### config.mk
export PLATFORM = sky130hd
export DESIGN_NAME = spi_slave_core
export DESIGN_NICKNAME = d
export VERILOG_FILES = /design/src/rtl/config_pkg.sv /design/src/rtl/spi_in_sync.sv /design/src/rtl/spi_slave_core.sv
export SDC_FILE = /design/constraint.sdc
export NUM_CORES = 1
export LEC_CHECK = 0
export CORE_ASPECT_RATIO = 0.8
export CORE_UTILIZATION = 45
export DETAILED_ROUTE_END_ITERATION = 8
export HOLD_SLACK_MARGIN = 0.02
export PLACE_DENSITY = 0.74
export SKIP_LAST_GASP = 1
export SLEW_MARGIN = 40
export SYNTH_ARGS = -nofsm -noshare
export SYNTH_HDL_FRONTEND = slang
export SYNTH_SLANG_ARGS = --single-unit
export TNS_END_PERCENT = 100
### constraint.sdc
create_clock -name clk_100 -period 1.6 [get_ports clk_100]
set_input_delay 0.48 -clock clk_100 [delete_from_list [all_inputs] [get_ports clk_100]]
set_output_delay 0.48 -clock clk_100 [all_outputs]
set_load 0.02 [all_outputs]
### src/rtl/config_pkg.sv
// Shared SPI configuration: word/synchroniser defaults and the target-side state enum.
// Used by spi_slave_core and the master-side blocks.
package config_pkg;

  localparam int P_SPI_DATA_W      = 8;
  localparam int P_SPI_SYNC_STAGES = 2;

  typedef enum logic {
    IDLE   = 1'b0,
    ACTIVE = 1'b1
  } spi_state_e;

endpackage

### src/rtl/spi_in_sync.sv
// N-stage synchroniser for one asynchronous pad input, with a history flop
// providing single-cycle rise/fall strobes of the synchronised level.
module spi_in_sync #(
  parameter int   P_STAGES  = 2,
  parameter logic P_RST_VAL = 1'b0
) (
  input  logic clk_100,
  input  logic a_rst,
  input  logic s_rst,
  input  logic async_i,
  output logic sync_o,
  output logic rise_o,
  output logic fall_o
);

  logic [P_STAGES-1:0] sync_q;
  logic                hist_q;

  always_ff @(posedge clk_100 or posedge a_rst) begin
    if (a_rst) begin
      sync_q <= {P_STAGES{P_RST_VAL}};
      hist_q <= P_RST_VAL;
    end else if (s_rst) begin
      sync_q <= {P_STAGES{P_RST_VAL}};
      hist_q <= P_RST_VAL;
    end else begin
      sync_q <= {sync_q[P_STAGES-2:0], async_i};
      hist_q <= sync_q[P_STAGES-1];
    end
  end

  assign sync_o = sync_q[P_STAGES-1];
  assign rise_o = sync_q[P_STAGES-1] & ~hist_q;
  assign fall_o = ~sync_q[P_STAGES-1] & hist_q;

endmodule

### src/rtl/spi_slave_core.sv
// SPI mode-0 target engine: oversampled SCK/CS_N/MOSI, word deserialiser/serialiser,
// valid/ready host side. Define SPI_SLAVE_LSB_FIRST_EN for LSB-first shifting.
module spi_slave_core
  import config_pkg::*;
#(
  parameter int                  P_DATA_W      = P_SPI_DATA_W,
  parameter int                  P_SYNC_STAGES = P_SPI_SYNC_STAGES,
  parameter logic [P_DATA_W-1:0] P_TX_IDLE     = '0
) (
  input  logic                clk_100,
  input  logic                a_rst,
  input  logic                s_rst,
  input  logic                spi_sck,
  input  logic                spi_cs_n,
  input  logic                spi_mosi,
  output logic                spi_miso,
  output logic                spi_miso_oe,
  output logic [P_DATA_W-1:0] rx_data,
  output logic                rx_valid,
  input  logic                rx_ready,
  input  logic [P_DATA_W-1:0] tx_data,
  input  logic                tx_valid,
  output logic                tx_ready,
  output logic                busy,
  output logic                rx_overrun,
  output logic                tx_underrun
);

  localparam int                CNT_W    = $clog2(P_DATA_W);
  localparam logic [CNT_W-1:0] CNT_LAST = CNT_W'(P_DATA_W - 1);

  logic sck_sync, sck_rise, sck_fall;
  logic cs_sync, cs_rise_unused, cs_fall;
  logic mosi_sync, mosi_rise_unused, mosi_fall_unused;

  spi_in_sync #(.P_STAGES(P_SYNC_STAGES), .P_RST_VAL(1'b0)) u_sck_sync (
    .clk_100 (clk_100),
    .a_rst   (a_rst),
    .s_rst   (s_rst),
    .async_i (spi_sck),
    .sync_o  (sck_sync),
    .rise_o  (sck_rise),
    .fall_o  (sck_fall)
  );

  spi_in_sync #(.P_STAGES(P_SYNC_STAGES), .P_RST_VAL(1'b1)) u_cs_sync (
    .clk_100 (clk_100),
    .a_rst   (a_rst),
    .s_rst   (s_rst),
    .async_i (spi_cs_n),
    .sync_o  (cs_sync),
    .rise_o  (cs_rise_unused),
    .fall_o  (cs_fall)
  );

  spi_in_sync #(.P_STAGES(P_SYNC_STAGES), .P_RST_VAL(1'b0)) u_mosi_sync (
    .clk_100 (clk_100),
    .a_rst   (a_rst),
    .s_rst   (s_rst),
    .async_i (spi_mosi),
    .sync_o  (mosi_sync),
    .rise_o  (mosi_rise_unused),
    .fall_o  (mosi_fall_unused)
  );

  // Bit-order helpers; everything else is order-agnostic.
`ifdef SPI_SLAVE_LSB_FIRST_EN
  function automatic logic [P_DATA_W-1:0] rx_shift_in(input logic [P_DATA_W-1:0] v, input logic b);
    return {b, v[P_DATA_W-1:1]};
  endfunction
  function automatic logic [P_DATA_W-1:0] tx_shift_out(input logic [P_DATA_W-1:0] v);
    return {1'b0, v[P_DATA_W-1:1]};
  endfunction
  function automatic logic tx_bit(input logic [P_DATA_W-1:0] v);
    return v[0];
  endfunction
`else
  function automatic logic [P_DATA_W-1:0] rx_shift_in(input logic [P_DATA_W-1:0] v, input logic b);
    return {v[P_DATA_W-2:0], b};
  endfunction
  function automatic logic [P_DATA_W-1:0] tx_shift_out(input logic [P_DATA_W-1:0] v);
    return {v[P_DATA_W-2:0], 1'b0};
  endfunction
  function automatic logic tx_bit(input logic [P_DATA_W-1:0] v);
    return v[P_DATA_W-1];
  endfunction
`endif

  spi_state_e          state_q, state_d;
  logic [CNT_W-1:0]    bit_cnt_q, bit_cnt_d;
  logic [P_DATA_W-1:0] rx_shift_q, rx_shift_d;
  logic [P_DATA_W-1:0] tx_shift_q, tx_shift_d;
  logic [P_DATA_W-1:0] rx_data_q, rx_data_d;
  logic                rx_valid_q, rx_valid_d;
  logic                overrun_q, overrun_d;
  logic                load_pend_q, load_pend_d;
  logic                miso_q, miso_d;
  logic                tx_load, word_done;

  always_ff @(posedge clk_100 or posedge a_rst) begin
    if (a_rst) begin
      state_q     <= IDLE;
      bit_cnt_q   <= '0;
      rx_shift_q  <= '0;
      tx_shift_q  <= '0;
      rx_data_q   <= '0;
      rx_valid_q  <= 1'b0;
      overrun_q   <= 1'b0;
      load_pend_q <= 1'b0;
      miso_q      <= 1'b0;
    end else if (s_rst) begin
      state_q     <= IDLE;
      bit_cnt_q   <= '0;
      rx_shift_q  <= '0;
      tx_shift_q  <= '0;
      rx_data_q   <= '0;
      rx_valid_q  <= 1'b0;
      overrun_q   <= 1'b0;
      load_pend_q <= 1'b0;
      miso_q      <= 1'b0;
    end else begin
      state_q     <= state_d;
      bit_cnt_q   <= bit_cnt_d;
      rx_shift_q  <= rx_shift_d;
      tx_shift_q  <= tx_shift_d;
      rx_data_q   <= rx_data_d;
      rx_valid_q  <= rx_valid_d;
      overrun_q   <= overrun_d;
      load_pend_q <= load_pend_d;
      miso_q      <= miso_d;
    end
  end

  always_comb begin
    state_d     = state_q;
    bit_cnt_d   = bit_cnt_q;
    rx_shift_d  = rx_shift_q;
    tx_shift_d  = tx_shift_q;
    rx_data_d   = rx_data_q;
    rx_valid_d  = rx_valid_q;
    overrun_d   = 1'b0;
    load_pend_d = load_pend_q;
    tx_load     = 1'b0;
    word_done   = 1'b0;

    if (rx_valid_q && rx_ready) begin
      rx_valid_d = 1'b0;
    end

    unique case (state_q)
      IDLE: begin
        // SCK edges here, including one coincident with the CS_N fall, are ignored.
        if (cs_fall) begin
          state_d     = ACTIVE;
          bit_cnt_d   = '0;
          rx_shift_d  = '0;
          load_pend_d = 1'b0;
          tx_load     = 1'b1;
        end
      end
      ACTIVE: begin
        if (cs_sync) begin
          state_d     = IDLE;
          bit_cnt_d   = '0;
          rx_shift_d  = '0;
          load_pend_d = 1'b0;
        end else begin
          if (sck_rise) begin
            rx_shift_d = rx_shift_in(rx_shift_q, mosi_sync);
            if (bit_cnt_q == CNT_LAST) begin
              bit_cnt_d   = '0;
              load_pend_d = 1'b1;
              word_done   = 1'b1;
            end else begin
              bit_cnt_d = bit_cnt_q + 1'b1;
            end
          end
          // The fall that closes a word fetches the next word instead of shifting.
          if (sck_fall) begin
            if (load_pend_q) begin
              tx_load     = 1'b1;
              load_pend_d = 1'b0;
            end else begin
              tx_shift_d = tx_shift_out(tx_shift_q);
            end
          end
        end
      end
      default: state_d = IDLE;
    endcase

    // A same-cycle accept frees the holding register, so no overrun then.
    if (word_done) begin
      if (!rx_valid_q || rx_ready) begin
        rx_data_d  = rx_shift_d;
        rx_valid_d = 1'b1;
      end else begin
        overrun_d = 1'b1;
      end
    end

    if (tx_load) begin
      tx_shift_d = tx_valid ? tx_data : P_TX_IDLE;
    end

    miso_d = (state_d == ACTIVE) ? tx_bit(tx_shift_d) : 1'b0;
  end

  assign spi_miso    = miso_q;
  assign spi_miso_oe = (state_q == ACTIVE);
  assign busy        = (state_q == ACTIVE);
  assign rx_data     = rx_data_q;
  assign rx_valid    = rx_valid_q;
  assign rx_overrun  = overrun_q;
  assign tx_ready    = tx_load & tx_valid & ~s_rst;
  assign tx_underrun = tx_load & ~tx_valid & ~s_rst;

endmodule
==> results.sh, run 1 <==
export IMPL_status="finished with violations"
export IMPL_violations="setup timing"
export IMPL_period_needed_ps=1940
export IMPL_total_power_mw=1.88
export IMPL_netlist_instances=129
export IMPL_htree_num_levels=2
export IMPL_gp_congestion=0.746
export IMPL_drt_wirelength_per_cell_um=15.1
export IMPL_vias=1153
export IMPL_clk_path_buf_depth=2
export IMPL_final_cell_mix="35 x dfrtp_1, 14 x clkdlybuf4s50_1, 12 x dlygate4sd2_1, 12 x buf_4"
export IMPL_die_w_um=69.3
export IMPL_cp_required_ps=1120
export IMPL_irDropWorstVdd_uv=521
export IMPL_worstSetupPathDepth=4
export IMPL_grt_pass1_wl_mm=5.36
export IMPL_synth_avg_cell_area_um2=12.6
export IMPL_multiInputGateArea_um2=693
export IMPL_clkLatencyLatePin_ps=290
export IMPL_endpoint="tx_ready"
export IMPL_final_nets=191
export IMPL_port_buffers=30
export IMPL_relSlewSlack=0.703
export IMPL_start_kind="register"
export IMPL_critPathMaxStageDelay_ps=400
export IMPL_routed_wl_mm=3.25
export IMPL_cts_root_buf="clkbuf_8"
export IMPL_end_kind="output pin"
export IMPL_syn2layout_area_growth_pct=36.2
export IMPL_dieArea_um2=3870
export IMPL_synth_cell_types=31
export IMPL_seqCellArea_um2=981
export IMPL_dieHeight_um=55.8
export IMPL_worst_slew_pin_transition_ps=441
export IMPL_final_common_cell="dfrtp_1"
export IMPL_ys_seq_elements=39
export IMPL_hpwl_mm=2.13
export IMPL_overflow=0
export IMPL_grt_start_max_net_pins=40
export IMPL_fillers=258
export IMPL_fin_setup_tns_ps=-608
export IMPL_numCtsBuffers=5
export IMPL_cp_arrival_ps=1460
export IMPL_core_area_um2=3450
export IMPL_cts_sinks=39
export IMPL_r2r_end="rx_shift_q[5]"
export IMPL_vias_per_cell=5.34
export IMPL_rows=19
export IMPL_cts_hold_buf=0
export IMPL_initial_utilization=0.473
export IMPL_yosysWarnings=0
export IMPL_reg2reg_depth=6
export IMPL_pin_count=31
export IMPL_antennaDiodeCount=0
export IMPL_cts_tree="done"
export IMPL_cp_buffers_inverters=1
export IMPL_slew_violations=0
export IMPL_postRouteAntennaNets=0
export IMPL_ys_seq_area_frac=0.601
export IMPL_r2r_setup_slack_ps=50
export IMPL_timing_rr_start="u_cs_sync.hist_q"
export IMPL_cellPowerDensity_nw_per_um2=847
export IMPL_min_path_type="reg2reg"
export IMPL_p_leak_nw=1.12
export IMPL_grt_usage=0.184
export IMPL_rsz0062_at_grt="yes"
export IMPL_startpoint="u_sck_sync.sync_q[1]"
export IMPL_dp_slack_ps=-937
export IMPL_max_freq_ghz=0.516
export IMPL_drive_gt1_frac=0.247
export IMPL_cp_top_family="simple AND/OR/NAND/NOR gates"
export IMPL_setup_ws_ps=-340
export IMPL_antenna_found_initial=0
export IMPL_cp_max_fo=2
export IMPL_fin_skew_ps=6.77
export IMPL_cts_reportedPaths_clkPinSlew_ps=70
export IMPL_drc_errors=0
export IMPL_synth_area_um2=1630
export IMPL_drtIter0Drc=59
export IMPL_worst_path_max_delay_cell="dfrtp_1"
export IMPL_critPathKind="reg2out"
export IMPL_synth_nets=147
export IMPL_firstDrtPassIters=5
export IMPL_first_global_vias=1125
export IMPL_period_share=1.21
export IMPL_crit_path_cell_trace="nand4b_1 > and2_4 > nor3b_4 > buf_6"
export IMPL_setup_viol=2
export IMPL_finalHoldViolCount=0
export IMPL_max_cap_violations=0
power breakdown:
group,switching [mW],total (mW),internal [mW]
Clock,0.331,0.724,0.393
Sequential,0.00667,1.01,1.00
Combinational,0.0720,0.146,0.0743
Total,0.409,1.88,1.47
sequential cells by signal, indices dropped and copies added, names as in the netlist, 2 cells and up:
register / count
u_mosi_sync.sync_q: 2
bit_cnt_q: 3
tx_shift_q: 8
u_cs_sync.sync_q: 2
rx_shift_q: 7
rx_data: 8
u_sck_sync.sync_q: 2
what timing repair did:
action,in CTS,in global routing
endpoints found under the hold margin,0,0
resized for setup,37,13
pin swaps,2,7
cloned,0,0
endpoints found under the setup margin,32,29
buffers inserted,1,2
worst register-to-register path, delay by kind of cell (launching register included):
kind	cells	cell delay [ps]
AOI/OAI and AO/OA	2	450
DFF	1	560
buffers and inverters	2	210
and+or+nand+nor	2	220
stage by stage:
stage / util / hold slack (ps) / instance area (um2) / cells
after floorplan: - / 439 / 1650 / 129
after global placement: 0.601 / 450 / 2070 / 207
after CTS: 0.633 / 477 / 2180 / 216
after detailed placement: 0.601 / 461 / 2070 / 207
final: 0.644 / 477 / 2220 / 216
after global routing: 0.644 / 498 / 2220 / 216
worst min path at each step:
stage	startpoint	endpoint	slack (ps)	depth (start not counted)
final	u_sck_sync.sync_q[0]	u_sck_sync.sync_q[1]	480	1
after global routing	u_sck_sync.sync_q[0]	u_sck_sync.sync_q[1]	500	1
after CTS	u_sck_sync.sync_q[0]	u_sck_sync.sync_q[1]	480	1
after detailed placement	u_sck_sync.sync_q[0]	u_sck_sync.sync_q[1]	460	1
after global placement	u_sck_sync.sync_q[0]	u_sck_sync.sync_q[1]	450	1
after floorplan	u_mosi_sync.sync_q[0]	u_mosi_sync.sync_q[1]	440	1
layer usage:
layer,track usage,up-vias,wire length [um]
li1,-,550,-
met1,0.250,569,1490
met2,0.265,26,1540
met3,0.0616,8,145
met4,0.0875,0,75
met5,0,-,0
cell type report:
cell class	instances	area share
Clock buffer	8	0.0451
Inverter	1	0.00169
Multi-Input combinational cell	83	0.312
Sequential cell	39	0.442
Tap cell	42	0.0237
Timing Repair Buffer	43	0.175
cell usage after synthesis:
cell / number / area, um2
dfrtp_1: 36 / 901
nor2_1: 12 / 45.0
a22o_1: 11 / 96.3
nor2b_1: 9 / 56.3
mux2i_1: 8 / 80.1
and2_1: 7 / 43.8
a221o_1: 6 / 60.1
nand2b_1: 4 / 25.0
a21oi_1: 3 / 15.0
clkbuf_1: 3 / 11.3
dfstp_2: 3 / 78.8
buf_2: 2 / 10.0
ha_1: 2 / 25.0
nand2_1: 2 / 7.51
nor3_1: 2 / 10.0
nor3_2: 2 / 20.0
nor4_1: 2 / 12.5
or2_1: 2 / 12.5
a211oi_1: 1 / 7.51
a21boi_0: 1 / 7.51
and4bb_1: 1 / 12.5
buf_4: 1 / 7.51
inv_1: 1 / 3.75
nand3_2: 1 / 10.0
nand4b_1: 1 / 8.76
nor3b_4: 1 / 18.8
nor4_2: 1 / 12.5
o22a_1: 1 / 8.76
o22ai_1: 1 / 6.26
o31a_1: 1 / 8.76
or2_0: 1 / 6.26
logic make-up (layout without fill, tap and decap cells):
kind of cell	Yosys count	in the layout	synth area share
multiplexers	8	8	0.0492
AND/OR/NAND/NOR	48	48	0.185
AO/OA/AOI/OAI	25	25	0.129
buffers and inverters	7	52	0.0200
adder cells (fa/ha/maj)	2	2	0.0154
flip-flops	39	39	0.601
Note: power is estimated with default switching activity, not from simulation.
==> inputs of run 2 (changes only) <==
- REMOVE_ABC_BUFFERS: unset -> 1
==> run 2 against run 1 <==
The run still ends with setup timing left. Non-clock buffer count rose by 6. Die area unchanged. Flip-flop and latch count unchanged. Cell area grew 3.3%. Total power increased by 14%. Final cell count rose by 2.8%. Clock power is 36% higher. First-iteration DRC count up 27%. Sequential share of layout area is 1.5 points lower. Via count is 6.0% higher.
==> results.sh, run 2 (same netlist as run 1, synthesis figures left out) <==
export IMPL_placed_area_um2=2090
export IMPL_dp_slack_ps=-994
export IMPL_cellPowerDensity_nw_per_um2=935
export IMPL_htree_num_levels=2
export IMPL_finalHoldViolCount=0
export IMPL_gp_congestion=0.864
export IMPL_end_kind="output pin"
export IMPL_dr_wl_met3_um=107
export IMPL_die_w_um=69.3
export IMPL_relSlewSlack=0.789
export IMPL_final_common_cell="dfrtp_1"
export IMPL_status="finished with violations"
export IMPL_antenna_found_initial=0
export IMPL_worst_slew_pin_transition_ps=317
export IMPL_start_kind="register"
export IMPL_initial_utilization=0.473
export IMPL_grt_usage=0.198
export IMPL_hpwl_mm=2.32
export IMPL_cts_reportedPaths_clkPinSlew_ps=80
export IMPL_cts_tree="done"
export IMPL_setup_ws_ps=-328
export IMPL_max_freq_ghz=0.519
export IMPL_fin_skew_ps=9.85
export IMPL_postRouteAntennaNets=0
export IMPL_cts_sinks=39
export IMPL_cts_root_buf="clkbuf_8"
export IMPL_met2_length_mm=1.78
export IMPL_drt_wirelength_per_cell_um=15.4
export IMPL_syn2layout_area_growth_pct=40.6
export IMPL_period_share=1.21
export IMPL_firstDrtPassIters=4
export IMPL_dieArea_um2=3870
export IMPL_clk_path_buf_depth=2
export IMPL_antennaDiodeCount=0
export IMPL_port_buffers=30
export IMPL_cp_arrival_ps=1450
export IMPL_clkLatencyLatePin_ps=300
export IMPL_rows=19
export IMPL_slew_violations=0
export IMPL_grt_pass1_wl_mm=5.81
export IMPL_max_cap_violations=0
export IMPL_first_global_vias=1257
export IMPL_numCtsBuffers=5
export IMPL_overflow=0
export IMPL_setup_viol=2
export IMPL_drc_errors=0
export IMPL_worst_path_max_delay_cell="dfrtp_1"
export IMPL_critPathKind="reg2out"
export IMPL_p_leak_nw=1.16
export IMPL_final_cell_mix="36 x dfrtp_1, 16 x buf_4, 14 x clkdlybuf4s50_1"
export IMPL_total_power_mw=2.14
export IMPL_final_nets=197
export IMPL_cp_buffers_inverters=1
export IMPL_violations="setup timing"
export IMPL_pin_count=31
export IMPL_fin_setup_tns_ps=-645
export IMPL_critPathMaxStageDelay_ps=390
export IMPL_irDropWorstVdd_uv=392
export IMPL_vias_per_cell=5.50
export IMPL_met1_length_mm=1.48
export IMPL_core_area_um2=3450
export IMPL_drive_gt1_frac=0.261
export IMPL_dieHeight_um=55.8
export IMPL_routed_wl_mm=3.42
export IMPL_drtIter0Drc=75
export IMPL_cp_required_ps=1120
export IMPL_final_area_um2=2290
export IMPL_min_path_type="reg2reg"
export IMPL_grt_start_max_net_pins=40
export IMPL_crit_path_cell_trace="nand4b_1 > and2_4 > nor3b_4 > buf_6"
export IMPL_period_needed_ps=1930
export IMPL_cp_top_family="simple AND/OR/NAND/NOR gates"
export IMPL_vias=1222
export IMPL_cts_hold_buf=0
export IMPL_cp_max_fo=2
export IMPL_rsz0062_at_grt="yes"
export IMPL_maxUsedRoutingLayer="met4"
## run 2: cell types whose count changed in the layout (fill, tap and decap cells not counted), sizes merged
cell           delta
clkinvlp          +1
bufinv            +2
buf               +6
clkbuf            -3
clkdlybuf4s15     +1
dlygate4sd2       -1
## run 2: layer usage
| metal | up-vias | GRT usage |
|---|---|---|
| met1 | 624 | 0.241 |
| met5 | - | 0 |
| li1 | 564 | - |
| met3 | 7 | 0.0670 |
| met2 | 27 | 0.312 |
| met4 | 0 | 0.111 |
## run 2: area by class of cell
type | instances | area [um2]
Fill cell | 247 | 1160
Sequential cell | 39 | 980
Multi-Input combinational cell | 83 | 683
Timing Repair Buffer | 49 | 435
Clock buffer | 5 | 68.8
Clock inverter | 3 | 67.6
Tap cell | 42 | 52.6
Inverter | 1 | 3.75
## run 2: where the power goes
part           total [mW]  switching, mW  internal, mW
combinational       0.152         0.0730        0.0789
clock               0.983          0.361         0.622
sequential           1.01        0.00741          1.00
total                2.14          0.441          1.70
## run 2: per-stage QoR
step	hold slack, ps	instances	util
floorplan	439	123	-
global placement	445	212	0.607
detailed placement	459	212	0.607
CTS	493	221	0.649
global route	516	222	0.665
finish	480	222	0.665
## run 2: path summary, 6_finish.rpt
path	start	endpoint	slack [ps]	cells past startpoint
worst max-delay path	u_sck_sync.sync_q[1]	tx_ready	-330	4
worst min-delay path	u_sck_sync.sync_q[0]	u_sck_sync.sync_q[1]	480	1
worst max register to register	u_sck_sync.sync_q[1]	spi_miso	40	5
worst min register to register	u_sck_sync.sync_q[0]	u_sck_sync.sync_q[1]	480	1
max in group asynchronous	a_rst	u_cs_sync.hist_q	820	3
min in group asynchronous	a_rst	tx_shift_q[0]	520	3
## run 2: worst register-to-register path: stages (launching register included)
cell,delay (ps)
dfrtp_1,390
nand4b_1,230
a21oi_1,310
buf_4,180
a21boi_0,250
nor4_1,80
## run 2: what timing repair did
item	4_1_cts	5_1_grt
endpoints found under the setup margin	34	28
pin swaps	2	2
gates resized for setup	40	10
setup buffers	1	2
